### src/rtl/queue_packet_deframer_if.sv
// Bundle of the byte-queue read port, header report and packed-word stream
// between the queue deframer (master) and its queue/core neighbours (slave).
interface queue_packet_deframer_if;
  logic        q_valid;
  logic [7:0]  q_data;
  logic        q_insert;
  logic        q_read;
  logic        hdr_valid;
  logic [1:0]  hdr_type;
  logic [5:0]  hdr_len;
  logic        m_valid;
  logic        m_ready;
  logic [31:0] m_data;
  logic [2:0]  m_bytes;
  logic        m_last;

  modport master (
    input  q_valid, q_data, q_insert, m_ready,
    output q_read, hdr_valid, hdr_type, hdr_len,
           m_valid, m_data, m_bytes, m_last
  );

  modport slave (
    output q_valid, q_data, q_insert, m_ready,
    input  q_read, hdr_valid, hdr_type, hdr_len,
           m_valid, m_data, m_bytes, m_last
  );
endinterface

### src/rtl/queue_packet_deframer.sv
// Pops length-prefixed packets from the SRAM byte queue and repacks each
// payload into little-endian 32-bit words on a valid/ready stream.
module queue_packet_deframer #(
  parameter int SETTLE = 2
) (
  input  logic                      clk,
  input  logic                      rst,
  queue_packet_deframer_if.master   bus
);

  typedef enum logic [1:0] {HDR, PAY, EMIT} state_t;

  localparam logic [1:0] SETTLE_LD = 2'(SETTLE);

  state_t      state;
  logic [1:0]  settle;
  logic [5:0]  k;
  logic        pop;

  function automatic logic [31:0] put_byte(input logic [31:0] word,
                                           input logic [1:0]  lane,
                                           input logic [7:0]  b);
    logic [31:0] w;
    w = word;
    w[{lane, 3'b000} +: 8] = b;
    return w;
  endfunction

  // A read is ignored by the queue during an insert, so the pop is deferred.
  assign pop = !rst && (settle == 2'd0) && bus.q_valid && !bus.q_insert &&
               !bus.m_valid && (state != EMIT);

  assign bus.q_read = pop;

  always_ff @(posedge clk) begin
    if (rst) begin
      state         <= HDR;
      k             <= 6'd0;
      settle        <= SETTLE_LD;
      bus.hdr_valid <= 1'b0;
      bus.hdr_type  <= 2'd0;
      bus.hdr_len   <= 6'd0;
      bus.m_valid   <= 1'b0;
      bus.m_data    <= 32'd0;
      bus.m_bytes   <= 3'd0;
      bus.m_last    <= 1'b0;
    end else begin
      bus.hdr_valid <= 1'b0;

      // Keeps counting through EMIT so a long stall absorbs the SRAM settle.
      if (pop)
        settle <= SETTLE_LD;
      else if (settle != 2'd0)
        settle <= settle - 2'd1;

      case (state)
        HDR: begin
          if (pop) begin
            bus.hdr_valid <= 1'b1;
            bus.hdr_type  <= bus.q_data[7:6];
            bus.hdr_len   <= bus.q_data[5:0];
            k             <= 6'd0;
            if (bus.q_data[5:0] == 6'd0) begin
              state       <= EMIT;
              bus.m_valid <= 1'b1;
              bus.m_data  <= 32'd0;
              bus.m_bytes <= 3'd0;
              bus.m_last  <= 1'b1;
            end else begin
              state <= PAY;
            end
          end
        end

        PAY: begin
          if (pop) begin
            bus.m_data <= put_byte(bus.m_data, k[1:0], bus.q_data);
            k          <= k + 6'd1;
            if ((k[1:0] == 2'd3) || (k + 6'd1 == bus.hdr_len)) begin
              state       <= EMIT;
              bus.m_valid <= 1'b1;
              bus.m_bytes <= {1'b0, k[1:0]} + 3'd1;
              bus.m_last  <= (k + 6'd1 == bus.hdr_len);
            end
          end
        end

        EMIT: begin
          if (bus.m_ready) begin
            bus.m_valid <= 1'b0;
            bus.m_data  <= 32'd0;
            bus.m_bytes <= 3'd0;
            bus.m_last  <= 1'b0;
            state       <= bus.m_last ? HDR : PAY;
          end
        end

        default: state <= HDR;
      endcase
    end
  end

endmodule
### src/flat_wrapper.sv
// flat-port wrapper written by rule: the top's interface ports become plain ports
module queue_packet_deframer_flat 
#(
  parameter int SETTLE = 2
)
  (clk, rst, bus_q_valid, bus_q_data, bus_q_insert, bus_m_ready, bus_q_read, bus_hdr_valid, bus_hdr_type, bus_hdr_len, bus_m_valid, bus_m_data, bus_m_bytes, bus_m_last);
  queue_packet_deframer_if bus_i ();
  input  logic clk;
  input  logic rst;
  input wire logic [$bits(bus_i.q_valid)-1:0] bus_q_valid;
  input wire logic [$bits(bus_i.q_data)-1:0] bus_q_data;
  input wire logic [$bits(bus_i.q_insert)-1:0] bus_q_insert;
  input wire logic [$bits(bus_i.m_ready)-1:0] bus_m_ready;
  output wire logic [$bits(bus_i.q_read)-1:0] bus_q_read;
  output wire logic [$bits(bus_i.hdr_valid)-1:0] bus_hdr_valid;
  output wire logic [$bits(bus_i.hdr_type)-1:0] bus_hdr_type;
  output wire logic [$bits(bus_i.hdr_len)-1:0] bus_hdr_len;
  output wire logic [$bits(bus_i.m_valid)-1:0] bus_m_valid;
  output wire logic [$bits(bus_i.m_data)-1:0] bus_m_data;
  output wire logic [$bits(bus_i.m_bytes)-1:0] bus_m_bytes;
  output wire logic [$bits(bus_i.m_last)-1:0] bus_m_last;
  assign bus_i.q_valid = bus_q_valid;
  assign bus_i.q_data = bus_q_data;
  assign bus_i.q_insert = bus_q_insert;
  assign bus_i.m_ready = bus_m_ready;
  assign bus_q_read = bus_i.q_read;
  assign bus_hdr_valid = bus_i.hdr_valid;
  assign bus_hdr_type = bus_i.hdr_type;
  assign bus_hdr_len = bus_i.hdr_len;
  assign bus_m_valid = bus_i.m_valid;
  assign bus_m_data = bus_i.m_data;
  assign bus_m_bytes = bus_i.m_bytes;
  assign bus_m_last = bus_i.m_last;
  queue_packet_deframer #(.SETTLE(SETTLE)) u_core (.clk(clk), .rst(rst), .bus(bus_i));
endmodule
### config.mk
export PLATFORM = sky130hd
export DESIGN_NAME = queue_packet_deframer_flat
export DESIGN_NICKNAME = d
export VERILOG_FILES = /design/src/rtl/queue_packet_deframer_if.sv /design/src/rtl/queue_packet_deframer.sv /design/src/flat_wrapper.sv
export SDC_FILE = /design/constraint.sdc
export NUM_CORES = 1
export LEC_CHECK = 0
export CORE_ASPECT_RATIO = 0.8
export CORE_MARGIN = 2
export CORE_UTILIZATION = 45
export CTS_CLUSTER_DIAMETER = 60
export DETAILED_ROUTE_END_ITERATION = 12
export PLACE_DENSITY = 0.72
export SETUP_SLACK_MARGIN = 0.05
export SLEW_MARGIN = 30
export SYNTH_ARGS = -nofsm -noshare
export SYNTH_HDL_FRONTEND = slang
export SYNTH_SLANG_ARGS = --single-unit
### constraint.sdc
create_clock -name clk -period 3 [get_ports clk]
set_input_delay 0.3 -clock clk [delete_from_list [all_inputs] [get_ports clk]]
set_output_delay 0.3 -clock clk [all_outputs]
set_load 0.005 [all_outputs]
Word level (Yosys, flattened, before mapping)

Index checks and enable logic that the tools add are counted.
W data, S select, Z words.

Output and inout port bits: 47
Register bits after elaboration: 56
Logic and storage cells: 81
Input bits: 13

Bitwise logic cells: 1
Multiplexer cells: 32
Add/sub/neg operators: 4
Equal/unequal tests: 10
Shift operators: 2
Reduce and logical (&&, ||, !) cells: 22

Operators by type and width:

| kind                     | number |
|---|---|
| $mux W32                 | 4 |
| $pmux W32 S3             | 1 |
| $bwmux W32               | 1 |
| $shift A8 B7 Y32 const A | 1 |
| $shiftx A8 B7 Y32        | 1 |
| $mux W3                  | 5 |
| $mux W6                  | 2 |
| $pmux W6 S2              | 1 |
| $mux W2                  | 5 |
| $mux W1                  | 9 |
| $pmux W3 S3              | 1 |
| $ne A2 B2 Y1 const B     | 4 |
| $neg A5 Y7               | 1 |
| $add A6 B1 Y6 const B    | 1 |
| $eq A6 B6 Y1             | 1 |
| $logic_not A6 Y1         | 1 |
| $pmux W1 S3              | 2 |
| $pmux W2 S3              | 1 |
| $reduce_and A6 Y1        | 1 |
| $logic_and A1 B1 Y1      | 5 |
| $reduce_and A5 Y1        | 1 |
| $eq A2 B2 Y1 const B     | 2 |
| $logic_not A2 Y1         | 2 |
| $ne A2 B1 Y1 const B     | 2 |
| 12 further kinds         | 16 |

Depth between registers and ports, before layout

Gate-level depths: netlist of the first run.

Depth in word-level cells: 8
Depth in mapped cells: 10
Gate-level depth less buffers: 8

Least setup slack after synthesis of the first run

Ideal clock, no wire load.

Path type: register to register
Start point: reg u_core.k[0]
End point: reg u_core.state[0]
Slack: 717 ps
Period minus slack after synthesis: 2283 ps
Data required time: 2879 ps
Cell stages (with the launch flop): 11
Setup time: 121 ps
Buffers on the path: 2
Arrival time: 2163 ps
Cells stage by stage: dfxtp_1 -> clkbuf_8 -> inv_1 -> ha_1 -> clkbuf_1 -> xnor2_1 -> nand2_1 -> nor4_4 -> nand2_1 -> a21oi_1 -> mux2_2

Word-level cells in the longest chain between the ends: 5
Elaborated cells on any way between the ends: 6
Classes of those cells: add/sub (1); eq/ne (3); reduce/logical (2)

RTL lines:

| what                                 | line                        | text |
|---|---|---|
| from (decl)                          | queue_packet_deframer.sv:17 | `logic [5:0] k;` |
| from (signal assigned)               | queue_packet_deframer.sv:78 | `k <= k + 6'd1;` |
| $add A6 B1 Y6                        | queue_packet_deframer.sv:79 | `if ((k[1:0] == 2'd3) \|\| (k + 6'd1 == bus.hdr_len)) begin` |
| $eq A6 B6 Y1                         | queue_packet_deframer.sv:79 |  |
| $logic_or A1 B1 Y1 *                 | queue_packet_deframer.sv:79 |  |
| $ne A2 B1 Y1 (no source line) *      | -                           |  |
| $reduce_and A4 Y1 (no source line) * | -                           |  |
| to (signal assigned)                 | queue_packet_deframer.sv:94 | `state <= bus.m_last ? HDR : PAY;` |
| to (decl)                            | queue_packet_deframer.sv:15 | `state_t state;` |

Every way passes the cells marked *; elsewhere a longest branch is shown, timed or not.
A chain may end at the register's enable or synchronous reset.

Final worst setup path of the first run

Start point: reg u_core.settle[0]
End point: reg u_core.bus.m_data[19] (netlist bit)

Word-level cells in the longest chain between the ends: 8
Elaborated cells on any way between the ends: 9
Classes of those cells: eq/ne (2); reduce/logical (7)

RTL lines:

| what                                 | line                           | text |
|---|---|---|
| from (decl)                          | queue_packet_deframer.sv:16    | `logic [1:0] settle;` |
| from (signal assigned)               | queue_packet_deframer.sv:54    | `settle <= settle - 2'd1;` |
| $logic_not A2 Y1 *                   | queue_packet_deframer.sv:30    | `assign pop = !rst && (settle == 2'd0) && bus.q_valid && !bus.q_insert &&` |
| $logic_and A1 B1 Y1 * (4 in a row)   | queue_packet_deframer.sv:30    |  |
| $logic_and A1 B1 Y1 *                | queue_packet_deframer.sv:31    | `!bus.m_valid && (state != EMIT);` |
| $ne A2 B2 Y1 (no source line)        | -                              |  |
| $reduce_and A5 Y1 (no source line) * | -                              |  |
| to (signal assigned)                 | queue_packet_deframer.sv:77    | `bus.m_data <= put_byte(bus.m_data, k[1:0], bus.q_data);` |
| to (decl)                            | queue_packet_deframer_if.sv:20 | `m_valid, m_data, m_bytes, m_last` |

Marks and branches as above.

==> results.md, run 1 <==
* Crit path DAT at around 2600 ps
* Resized Gates After CTS at 0
* Peak supply drop at about 280 uV
* Setup TNS at 0 ps
* Post CTS Setup Buffer Count at 0
* Slowest cell on crit path: and2_1
* Post-synth top area cell: dfxtp_1
* Final worst path period share at about four fifths
* CP top delay family: simple AND/OR/NAND/NOR gates
* Met1 GRT Util at around a third
* RR Endpoint: u_core.bus.m_data[19]
* DR iter-0 viols at about 180
* Clock Latency Late Sink at ~310 ps
* I/O pin count at 60
* Max_slew headroom at a little over half
* R2r startpoint: u_core.settle[0]
* Number of synthesized flops with an enable pin at 0
* Gr ovfl total at 0
* Final setup violating endpoints at 0
* GRT met3 Usage at ~4.7%
* Wire per inst at between 10 and 15 um
* Die width at 88.7 um
* Detailed Place HPWL at around 4600 um
* Pin count of the biggest net entering global routing at 59
* Period minus WS final at between 2000 and 2500 ps
* Initial Utilization at roughly 47%
* Crit path kind: reg2reg
* Crit. End Element: flop
* Crit path max fanout at 15
* GRT Total Usage at 21.9%
* Maximum buffer depth of the clock tree at 2
* Area delta synth->final at 30.0%
* CP Cell Sequence: inv_1 > ha_1 > and4bb_2 > a31oi_1 > buf_4 > and2_1 > buf_4 > o21ai_0 > a21oi_1
* CTS tree: built
* Final net count at slightly below 400
* Port Buffers at approximately 60
* Syn_nets at 325
* Fin. max-slew vios at 0
* Worst Hold Endpoint: u_core.bus.m_bytes[1]
* Gpl congestion at 0.827
* Antenna violations before repair at 0
* Design Area, Final at 0.00335 mm2
* Number of CTS-inserted buffers at 5
* Vias at about 2400
* Core ar. at 0.00550 mm2
* Syn Inst Count at between 300 and 400
* Required @ worst endpoint at approximately 3200 ps
* Share of layout cells above drive strength 1 at 8.99%
* Area share of the largest cell type after synthesis at 43.5%
* Final Hold Fails at 0
* # diodes at 0
* Max-cap viol count at 0
* Die height at 71.7 um
* GRT met2 Usage at 32.3%
* Antenna-violating nets left at 0
* WHS Path Cells at 2
* Synth Warn # at 0
* CP startpoint kind: flop
* Start point of the critical path: u_core.settle[0]
* Placed cell areas at approximately 0.0033 mm2
* Vias in the first global route at ~2300
* RSZ-0062 raised after global routing: no
* Max incr delay on CP at around 450 ps
* Die area at 0.00636 mm2
* Status: completed
* Drt first pass iters at 4
* Sequential area share after synthesis at between 40% and 50%
* Worst Tran Pin Value at approximately 690 ps
* Post-Syn Area at approximately 0.0026 mm2
* # DRC at 0
* Root buffer cell: clkbuf_8
* Yosys reg bits at between 50 and 60
* First-pass GRT wire length at 11000 um
* Total length of routed wires at approximately 6600 um
* Htree depth at 2
* Worst path buffer plus inverter count at 3
* Area contributors post-synth: dfxtp_1 43%, a21oi_1 8.3%, nand3_1 6.8%, o21ai_0 6.6%, nor2_1 3.5%
* Crit. path cell count at 9
* Synth Area per Inst at around 8.4 um2
* Via density at ~5.4
* Clock tree sinks at between 50 and 60
* # rows at 24
* Grt peak-use layer: met1
* P per Cell Area at 407 mW/mm2
* R2R setup slack at approximately 640 ps
* Hold/Removal Path Class: reg2reg
* Ys async rst share at 0%
* Worst hold start: u_core.bus.m_bytes[1]
* Cell mode on critical path: buf_4
* Hold_buf cts at 0
* Peak Freq at between 400 and 500 MHz
* Register-to-Register Path Depth at 9
* Hold_ws at ~460 ps
* Clock-pin slew of the registers on the worst-case setup and hold paths at roughly 100 ps
* Main synth FF type: dfxtp_1
* Leakage Power at roughly 1.1 nW
* Yosys cell types at between 40 and 50
* Clock skew at 12.9 ps
cell type report:
| class | count | area [um2] |
|---|---|---|
| Inverter | 5 | 18.8 |
| Sequential cell | 56 | 1120 |
| Clock buffer | 7 | 86.3 |
| Timing Repair Buffer | 69 | 661 |
| Multi-Input combinational cell | 229 | 1360 |
| Tap cell | 78 | 97.6 |
| Fill cell | 493 | 2140 |
| Clock inverter | 1 | 7.51 |
synth_stat cells, drive strengths merged (4+ instances only):
library cell	n
dfxtp	56
a21oi	45
o21ai	38
nand3	36
nor2	28
nand2	20
clkbuf	10
mux2i	8
xnor2	7
buf	6
ha	6
inv	5
nor3	5
nor2b	4
xor2	4
worst register-to-register path: cells and delay by family, from the launching register on:
kind,cells,cell delay [ps]
AOI/OAI and AO/OA,3,440
adders and majority gates,1,250
and+or+nand+nor,2,750
DFF,1,360
buffers and inverters,3,490
layout by cell type (no fill, tap or decap), types with 2 or more instances in the layout:
cell,Yosys,layout
clkbuf_8,1,6
or3_1,2,2
ha_1,6,6
inv_1,5,5
mux2_2,2,2
nand2_1,20,20
a21oi_1,43,43
o21ai_1,4,4
nor2_2,3,3
or2_1,3,3
and2_1,3,3
nor2b_1,4,4
dfxtp_1,56,56
clkdlybuf4s50_1,0,58
mux2i_1,8,8
o21ai_0,34,34
nand2b_1,3,3
xor2_1,4,4
nand3_1,35,35
xnor2_1,7,7
nor2_1,24,24
buf_4,1,10
nor3_1,5,5
stage by stage:
stage	std cells	worst slack (ps)	power, W	util (%)
2_1_floorplan	306	717	0.000877	-
3_3_place_gp	437	547	0.000938	59.3
3_5_place_dp	437	423	0.000942	59.3
4_1_cts	445	638	0.00136	61.0
5_1_grt	445	392	0.00141	61.0
6_report	445	637	0.00136	61.0
kinds of logic (layout without fill, tap and decap cells):
logic type	after synthesis	in the layout	synth area share, %
xor gates and xnor gates	11	11	3.73
DFF	56	56	43.5
and+or+nand+nor	113	113	23.2
AOI/OAI and AO/OA	89	89	18.9
adders and majority gates	6	6	2.91
buffers and inverters	21	82	3.78
muxes	10	10	3.98
layer usage:
metal  vias to the layer above  share of wire (%)
met5                         -                  0
met4                         0                1.1
met3                        10                8.8
met2                        95                 43
met1                      1109                 47
li1                       1190                  -
worst max path at each step:
| stage | slack (ps) | end |
|---|---|---|
| final | 640 | u_core.bus.m_data[19] |
| after global routing | 390 | u_core.bus.m_data[18] |
| after CTS | 640 | u_core.bus.m_data[19] |
| after detailed placement | 420 | u_core.bus.m_data[16] |
| after global placement | 550 | u_core.bus.m_data[2] |
| after floorplan | 720 | u_core.state[0] |
sequential cells by signal, indices dropped and copies added (netlist names), 2 cells and up:
signal               count
u_core.bus.hdr_type      2
u_core.state             2
u_core.settle            2
u_core.k                 6
u_core.bus.hdr_len       6
u_core.bus.m_bytes       3
u_core.bus.m_data       32
where the power goes:
group / total (W) / internal (W) / switching, W / leakage, nW
clock: 0.000439 / 0.000188 / 0.000250 / 0.0445
combinational: 0.000154 / 0.0000661 / 0.0000879 / 0.605
sequential: 0.000770 / 0.000761 / 0.00000967 / 0.452
total: 0.00136 / 0.00102 / 0.000348 / 1.10
Power figures use the tool's default switching activity.
==> inputs of run 2 (changes only) <==
Settings changed: PLACE_DENSITY 0.72 to 0.75.
Clock period 3 ns to 2.16 ns, I/O delays scaled along.
==> results.md, run 2 (synthesis gave the netlist of run 1 again) <==
* Max incr delay on CP at roughly 350 ps
* Via density at around 5.3
* Maximum buffer depth of the clock tree at 2
* Status: completed
* Die width at between 80 and 90 um
* Antenna-violating nets left at 0
* Seq pwr share at between 50% and 60%
* Worst hold start: rst
* Core ar. at 0.00550 mm2
* Share of layout cells above drive strength 1 at between 10% and 20%
* R2r startpoint: u_core.settle[0]
* I/O pin count at 60
* Clock-pin slew of the registers on the worst-case setup and hold paths at 100 ps
* Power share of the combinational group at between 10% and 20%
* Peak supply drop at 430 uV
* Sw Share at between 20 and 30%
* Final setup violating endpoints at 0
* Final worst path period share at between 90% and 100%
* RR Endpoint: u_core.bus.m_bytes[2]
* Crit path max fanout at 6
* Slowest cell on crit path: dfxtp_1
* Number of CTS-inserted buffers at 5
* Total length of routed wires at between 6000 and 7000 um
* Gr ovfl total at 0
* Clock skew at 10.7 ps
* CP Cell Sequence: inv_1 > ha_1 > and4bb_2 > buf_4 > nand4_1 > buf_4 > nand2_1 > a31oi_4 > buf_6 > buf_4 > nand2_1 > a21oi_1
* GRT Total Usage at 21.7%
* Final net count at 410
* R2R setup slack at 120 ps
* Net Switching at 0.000477 W
* Port Buffers at 59
* Wire per inst at 14.6 um
* Worst Hold Endpoint: u_core.settle[0]
* Peak Freq at slightly below 500 MHz
* Root buffer cell: clkbuf_8
* # rows at 24
* # diodes at 0
* Area occupied by registers at around 0.0011 mm2
* Non-filler instance count after layout at between 400 and 500
* Htree depth at 2
* Placed cells at 455
* CTS tree: built
* CP startpoint kind: flop
* Area delta synth->final at 40.0%
* Cell mode on critical path: buf_4
* Worst Tran Pin Value at 581 ps
* Biggest register: u_core.bus.m_data
* Biggest regs: u_core.bus.m_data: 32 flops, u_core.bus.hdr_len: 6 flops, u_core.k: 6 flops
* Fin. max-slew vios at 0
* Hold/Removal Path Class: in2reg
* Gpl congestion at 0.847
* Grt peak-use layer: met1
* Hold_buf cts at 0
* Clock share of power at roughly 30%
* Crit path kind: reg2reg
* Pin count of the biggest net entering global routing at 58
* Commonest non-fill, non-tap cell in the layout: clkdlybuf4s50_1
* Final Hold Fails at 0
* RSZ-0062 raised after global routing: yes
* Layout fillers at 472
* Required @ worst endpoint at approximately 2400 ps
* Power, Total at between 0.0015 and 0.002 W
* Leakage Power at 1.25 nW
* Die height at approximately 70 um
* Vias in the first global route at approximately 2300
* Internal power at 0.00139 W
* DR iter-0 viols at between 100 and 150
* Clock Latency Late Sink at 300 ps
* Max_slew headroom at between 60% and 70%
* Initial Utilization at around 47%
* Register-to-Register Path Depth at 12
* Most frequent cells in the layout: 57 x clkdlybuf4s50_1, 54 x dfxtp_1, 42 x a21oi_1, 34 x o21ai_0, 34 x nand3_1
* Max reg flops at 32
* Crit path DAT at 2270 ps
* # DRC at 0
* Pre-CTS setup slack at -66.8 ps
* Period minus WS final at 2040 ps
* P per Cell Area at slightly above 500 mW/mm2
* Final worst slack at roughly 120 ps
* Crit. End Element: flop
* Detailed Place HPWL at around 4900 um
* WHS Path Cells at 3
* Met1 GRT Util at 33.2%
* Vias at 2474
* Die area at 0.00636 mm2
* Antenna violations before repair at 0
* Drt first pass iters at 4
* GRT met3 Usage at 4.38%
* Max-cap viol count at 0
* Multi-input gate area in the final layout at 0.00142 mm2
* Clock tree sinks at between 50 and 60
* First-pass GRT wire length at between 10000 and 15000 um
* GRT met2 Usage at a little under a third
## run 2: how the worst max path moves through the flow
| stage | start | endpoint | cells past startpoint |
|---|---|---|---|
| finish | u_core.settle[0] | u_core.bus.m_bytes[2] | 12 |
| floorplan | u_core.k[0] | u_core.state[0] | 10 |
| global placement | bus_q_data[5] | u_core.bus.m_data[16] | 8 |
| detailed placement | bus_q_insert | u_core.bus.m_data[14] | 8 |
| CTS | u_core.settle[0] | bus_q_read | 6 |
| global route | u_core.settle[0] | u_core.bus.m_bytes[2] | 12 |
## run 2: stage by stage
stage	cell area, um2	setup TNS [ps]	hold slack (ps)	utilization (%)
6_report	3610	0	310	65.7
5_1_grt	3610	-37.7	330	65.7
4_1_cts	3500	0	280	63.7
3_5_place_dp	3410	-1020	456	62.0
3_3_place_gp	3410	-594	440	62.0
2_1_floorplan	2580	0	352	-
## run 2: power by group through the flow
| stage | clock network, W | logic, W | registers (W) |
|---|---|---|---|
| after floorplan | 0 | 0.000126 | 0.00109 |
| after global placement | 0 | 0.000235 | 0.00109 |
| after detailed placement | 0 | 0.000239 | 0.00110 |
| after CTS | 0.000565 | 0.000243 | 0.00107 |
| after global routing | 0.000599 | 0.000273 | 0.00107 |
| final | 0.000549 | 0.000251 | 0.00107 |
## run 2: worst max-delay path: cells and delay by family, from the launching register on
kind	cells	cell delay (ps)
AO/OA/AOI/OAI	2	370
buffers and inverters	5	590
flip-flops	1	350
AND/OR/NAND/NOR	4	460
adder cells (fa/ha/maj)	1	200
## run 2: area by class of cell
class	instances	area share [%]
inverter	5	0.520
timing repair buffer	94	24.0
tap	78	2.70
multi-input combinational	229	39.3
sequential	56	31.3
clock buffer	5	1.91
clock inverter	2	0.347
## run 2: per-layer routing
metal	part of all wire (%)	wire, um
met1	49	3320
met2	45	3050
met3	6.1	420
met4	0.67	46
met5	0	0
## run 2: what timing repair did
| item | CTS | global route |
|---|---|---|
| gates resized for setup | 3 | 17 |
| setup buffers | 0 | 7 |
| setup endpoints to repair | 9 | 25 |
| pin swaps | 0 | 6 |
==> inputs of run 3 (changes only) <==
Settings changed: CTS_CLUSTER_SIZE from default to 16.
==> results of run 3 <==
No change in the layout: final DEF, timing and power equal those of run 2.
